<file path="src/rtl/reg_writeback_pkg.sv">
// Shared register-file constants and the writeback entry type.
// Used by the writeback block, the register file and the hazard unit.
package reg_writeback_pkg;

  localparam int REG_ADDR_W = 5;
  localparam int DATA_W     = 32;
  localparam int NUM_REGS   = 1 << REG_ADDR_W;

  localparam logic [REG_ADDR_W-1:0] K0_ADDR   = 5'd26;
  localparam logic [REG_ADDR_W-1:0] ZERO_ADDR = 5'd0;

  // One buffered late result: destination register and value.
  typedef struct packed {
    logic [REG_ADDR_W-1:0] addr;
    logic [DATA_W-1:0]     data;
  } wb_entry_t;

endpackage

</file>
<file path="src/rtl/reg_writeback_fifo.sv">
// wb_fifo: synchronous FIFO of DEPTH {addr,data} entries for late results.
// Ports:
//   clk, reset       clock, asynchronous active-high reset
//   push, push_entry write an entry at the tail (caller guarantees not full)
//   pop              drop the head entry (caller guarantees not empty)
//   head             current head entry (no bypass of a same-cycle push)
//   count            occupancy, 0..DEPTH
module wb_fifo
  import reg_writeback_pkg::*;
#(
  parameter int DEPTH = 2
) (
  input  logic                   clk,
  input  logic                   reset,
  input  logic                   push,
  input  wb_entry_t              push_entry,
  input  logic                   pop,
  output wb_entry_t              head,
  output logic [$clog2(DEPTH):0] count
);

  localparam int PTR_W = $clog2(DEPTH);

  wb_entry_t        mem [DEPTH];
  logic [PTR_W-1:0] wr_ptr;
  logic [PTR_W-1:0] rd_ptr;

  // NOTE: the storage array is deliberately not reset; count and the
  // pointers define which entries are valid, so stale contents are harmless.
  always_ff @(posedge clk) begin
    if (push) mem[wr_ptr] <= push_entry;
  end

  // NOTE: state registers use non-blocking assignments so every register
  // samples pre-edge values regardless of statement order.
  always_ff @(posedge clk or posedge reset) begin
    if (reset) begin
      wr_ptr <= '0;
      rd_ptr <= '0;
      count  <= '0;
    end else begin
      // Pointers wrap naturally because DEPTH is a power of two.
      if (push) wr_ptr <= wr_ptr + 1'b1;
      if (pop)  rd_ptr <= rd_ptr + 1'b1;
      case ({push, pop})
        2'b10:   count <= count + 1'b1;
        2'b01:   count <= count - 1'b1;
        default: count <= count;
      endcase
    end
  end

  assign head = mem[rd_ptr];

endmodule

</file>
<file path="src/rtl/reg_writeback.sv">
// reg_writeback: merges the WB-stage write, buffered multi-cycle results and
// the interrupt PC backup into the register file's write port and $k0 port,
// and tracks which registers still await a late result.
// Ports:
//   pipe_wr_*             in-order WB-stage write (zero latency)
//   late_issue(_addr)     multi-cycle op issued; marks its register pending
//   late_valid/ready/addr/data  late result handshake into the FIFO
//   irq_backup, irq_pc    PC backup into register 26, never blocked
//   rf_wr_*               register-file write port
//   rf_pc_backup, rf_reg26  register-file PC-backup port
//   pending               per-register outstanding late result (bit 0 = 0)
//   fifo_count            late-result FIFO occupancy
module reg_writeback
  import reg_writeback_pkg::*;
#(
  parameter int DEPTH = 2
) (
  input  logic                   clk,
  input  logic                   reset,
  input  logic                   pipe_wr_en,
  input  logic [REG_ADDR_W-1:0]  pipe_wr_addr,
  input  logic [DATA_W-1:0]      pipe_wr_data,
  input  logic                   late_issue,
  input  logic [REG_ADDR_W-1:0]  late_issue_addr,
  input  logic                   late_valid,
  output logic                   late_ready,
  input  logic [REG_ADDR_W-1:0]  late_addr,
  input  logic [DATA_W-1:0]      late_data,
  input  logic                   irq_backup,
  input  logic [DATA_W-1:0]      irq_pc,
  output logic                   rf_wr_en,
  output logic [REG_ADDR_W-1:0]  rf_wr_addr,
  output logic [DATA_W-1:0]      rf_wr_data,
  output logic                   rf_pc_backup,
  output logic [DATA_W-1:0]      rf_reg26,
  output logic [NUM_REGS-1:0]    pending,
  output logic [$clog2(DEPTH):0] fifo_count
);

  localparam int COUNT_W = $clog2(DEPTH) + 1;

  wb_entry_t           head;
  wb_entry_t           push_entry;
  logic                fifo_empty;
  logic                live_pipe;
  logic                pipe_dropped;
  logic                head_blocked;
  logic                push;
  logic                pop;
  logic [NUM_REGS-1:0] pending_next;

  assign fifo_empty   = (fifo_count == '0);
  assign live_pipe    = pipe_wr_en && (pipe_wr_addr != ZERO_ADDR);
  // The backup port owns register 26 this cycle; a pipe write to it is lost.
  assign pipe_dropped = irq_backup && (pipe_wr_addr == K0_ADDR);
  assign head_blocked = irq_backup && (head.addr == K0_ADDR);

  // Ready ignores a same-cycle pop, so a full FIFO never pushes and pops at once.
  assign late_ready = (fifo_count < COUNT_W'(DEPTH));
  // Results for register 0 are acknowledged but never buffered.
  assign push       = late_valid && late_ready && (late_addr != ZERO_ADDR);
  // A dropped pipe write still counts as live: the head waits for a free port.
  assign pop        = !fifo_empty && !live_pipe && !head_blocked;

  assign push_entry = '{addr: late_addr, data: late_data};

  wb_fifo #(.DEPTH(DEPTH)) u_fifo (
    .clk        (clk),
    .reset      (reset),
    .push       (push),
    .push_entry (push_entry),
    .pop        (pop),
    .head       (head),
    .count      (fifo_count)
  );

  // NOTE: every output of a combinational block gets a default first so no
  // path leaves it unassigned and no latch is inferred.
  always_comb begin
    rf_wr_en   = 1'b0;
    rf_wr_addr = head.addr;
    rf_wr_data = head.data;
    if (live_pipe) begin
      rf_wr_en   = !pipe_dropped;
      rf_wr_addr = pipe_wr_addr;
      rf_wr_data = pipe_wr_data;
    end else if (pop) begin
      rf_wr_en = 1'b1;
    end
    // Outputs stay quiet for the whole reset window, not just after the edge.
    if (reset) rf_wr_en = 1'b0;
  end

  assign rf_pc_backup = irq_backup && !reset;
  assign rf_reg26     = irq_pc;

  // Clear first, then set: a new issue to the register being drained wins.
  always_comb begin
    pending_next = pending;
    if (pop) pending_next[head.addr] = 1'b0;
    if (late_issue && (late_issue_addr != ZERO_ADDR))
      pending_next[late_issue_addr] = 1'b1;
    pending_next[ZERO_ADDR] = 1'b0;
  end

  always_ff @(posedge clk or posedge reset) begin
    if (reset) pending <= '0;
    else       pending <= pending_next;
  end

endmodule

</file>
<file path="config.mk">
export PLATFORM = sky130hd
export DESIGN_NAME = reg_writeback
export DESIGN_NICKNAME = d
export VERILOG_FILES = /design/src/rtl/reg_writeback_pkg.sv /design/src/rtl/reg_writeback_fifo.sv /design/src/rtl/reg_writeback.sv
export SDC_FILE = /design/constraint.sdc
export NUM_CORES = 1
export LEC_CHECK = 0
export ABC_CLOCK_PERIOD_IN_PS = 3500
export CAP_MARGIN = 25
export CORE_ASPECT_RATIO = 2
export CORE_MARGIN = 2
export CORE_UTILIZATION = 50
export DETAILED_ROUTE_END_ITERATION = 10
export DONT_BUFFER_PORTS = 1
export SLEW_MARGIN = 30
export SYNTH_ARGS = -nofsm -noshare
export SYNTH_HDL_FRONTEND = slang
export SYNTH_SLANG_ARGS = --single-unit
</file>
<file path="constraint.sdc">
create_clock -name clk -period 3.5 [get_ports clk]
set_input_delay 0.35 -clock clk [delete_from_list [all_inputs] [get_ports clk]]
set_output_delay 0.35 -clock clk [all_outputs]
set_load 0.005 [all_outputs]
</file>
==> impl_metrics.toml <==
[synth]
yosys-top-cells-area = "edfxtp_1, dfrtp_1, mux2i_1"
yosysWarnings = 0
synth_fp_nets = 562
synth_top_area_cell = "edfxtp_1"
syn_area_um2 = 5060
syn_area_per_cell_um2 = 11.4
synthArstFlopShare_pct = 32.1
synth-edff-count = 74
ys_types = 41
synthCells = 444
synth_ff_type = "edfxtp_1"
ys_seq_area_share_pct = 61.2
synth_top_area_share_pct = 43.9
synth-seq-cells = 109

[die]
die_w_um = 75.2
core_area_um2 = 10000
dieArea_um2 = 11000
num_rows = 52
start_util_pct = 50.5
ios = 223
die_h_um = 146

[timing]
skew_ps = 5.74
finalHoldViolations = 7
min_period_ps = 2540
max_freq_mhz = 394
tns_ps = 0
rsz0062_at_grt = "no"
slew-limit-headroom_pct = 38.3
whs_ps = -9.04
period_share_pct = 72.4
fin_ws_ps = 965
finalSetupViolations = 0
tightest_slew_ps = 925
maxSlewViolCount = 0

[clocking]
clock_latency_ps = 340
cts_buffers = 9
hold_buffers = 0
clock_path_buffers = 2
cts_resized = 0
post_cts_buffers = 0
cts_max_level = 3
cts_root_buf = "clkbuf_16"
cts_tree = "done"
clock_sinks = 109
clkTransAtPathRegs_ps = 70

[setup_path]
cp_max_fo = 31
r2r_setup_slack_ps = 1110
worst_ep_required_time_ps = 3150
critical_path_arrival_ps = 2190
crit_type = "register to output pin"
cp-end-kind = "output pin"
start_kind = "register"

[run_status]
status = "complete, but fails checks"
violations = "hold timing"

[finish]
area_delta_synth_final_pct = 3.76
most-common-layout-cells = "edfxtp_1, nand2_1, nor2_1"
fin_area_um2 = 5250
diodes = 0
final_common_cell = "edfxtp_1"
fillers = 902
final_nets = 530
drive_gt1_share_pct = 7.93

[routing]
ant_nets = 0
wl_per_cell_um = 19.5
drt_wl_total_um = 10700
num_vias = 3150
drt_pre_antenna_iters = 4
drc = 0
first_iter_violations = 174
vias_per_cell = 5.72

[power_and_ir_drop]
p_per_area_nw_per_um2 = 730
peakVddDrop_uv = 388
p_leak_nw = 1.97
p_total_mw = 3.84

[placed_design]
io_buffer_count = 0
place_area_um2 = 4980
gp_congestion = 0.791
hpwl_um = 8080
post-place-ws_ps = 1140

[global_route]
grt_start_max_net_pins = 70
grt_pass1_vias = 3059
grt_overflow = 0
antenna_found_initial = 0
grtUsageTotal_pct = 19.7
grt_pass1_wl_um = 15900

[flow_run]
cap_violations = 0

[hold_path]
min_path_type = "primary input to asynchronous set/reset pin"
[cells in the mapped netlist (2+ instances only)]
master,n
a21oi_1,38
a21oi_2,3
a22oi_1,2
a31oi_1,2
and3_1,3
and3b_1,4
buf_1,3
buf_2,10
buf_4,36
dfrtp_1,35
edfxtp_1,74
inv_1,6
mux2i_1,36
nand2_1,62
nand2b_1,3
nor2_1,50
nor2b_1,6
nor3_1,5
nor3b_1,3
nor4bb_1,2
o2111ai_1,3
o21ai_0,34
o31ai_1,2
xnor2_1,5
[critical path: stages, from the launching register on]
cell and delay, ps:
dfrtp_2 760, nor2b_1 160, a21oi_1 360, o21ai_0 300, a21oi_1 260
[logic make-up (layout without fill, tap and decap cells)]
family / count (synthesis) / in the layout / synth area share, %
and+or+nand+nor: 146 / 146 / 13.0
DFF: 109 / 109 / 61.2
AOI/OAI and AO/OA: 90 / 90 / 10.3
buffers and inverters: 56 / 28 / 7.22
muxes: 36 / 36 / 7.12
xor gates and xnor gates: 5 / 5 / 0.865
adders and majority gates: 1 / 1 / 0.247
other: 1 / 1 / 0.0741
[routing by layer]
metal	up-vias	part of all wire [%]	GRT usage (%)
met1	1496	32	19.3
met3	16	9.7	8.14
met4	0	2.7	8.51
met5	-	0	0
li1	1481	-	-
met2	157	56	34.8
[stage by stage]
step / cells / util [%]
final: 551 / 52.4
after global routing: 551 / 52.4
after CTS: 551 / 52.4
after detailed placement: 536 / 49.7
after global placement: 536 / 49.7
after floorplan: 444 / -
[registers in the layout (all words and copies together) (netlist names)]
signal and cells:
u_fifo.wr_ptr 1, u_fifo.mem 74, u_fifo.count 2, pending 31
u_fifo.rd_ptr 1
[worst paths after layout]
| kind | depth (start not counted) | from | to |
|---|---|---|---|
| max | 4 | u_fifo.rd_ptr$_DFFE_PP0P_ | rf_wr_en |
| min | 2 | reset | u_fifo.count[0]$_DFFE_PP0P_ |
| max reg2reg | 5 | u_fifo.rd_ptr$_DFFE_PP0P_ | pending[4]$_DFF_PP0_ |
| min reg2reg | 2 | pending[31]$_DFF_PP0_ | pending[31]$_DFF_PP0_ |
| max in group asynchronous | 2 | reset | u_fifo.rd_ptr$_DFFE_PP0P_ |
| min in group clk | 0 | late_data[14] | u_fifo.mem[1][14]$_DFFE_PP_ |
[report_power, final]
group	leakage, nW	switching [mW]	internal, mW
Sequential	1.09	0.266	1.75
Combinational	0.756	0.525	0.363
Clock	0.124	0.445	0.483
Total	1.97	1.24	2.60
[cell type report]
class                   instances  area [um^2]  share of cell area (%)
clock buffers                   9          225                    4.29
clock inverters                 6         48.8                   0.929
inverters                       6         22.5                   0.429
multi-input cells             279         1620                    30.9
flip-flops and latches        109         3100                    59.0
well taps                     135          169                    3.22
repair buffers                  7         65.1                    1.24
No activity file was read; power rests on OpenSTA's default activity.
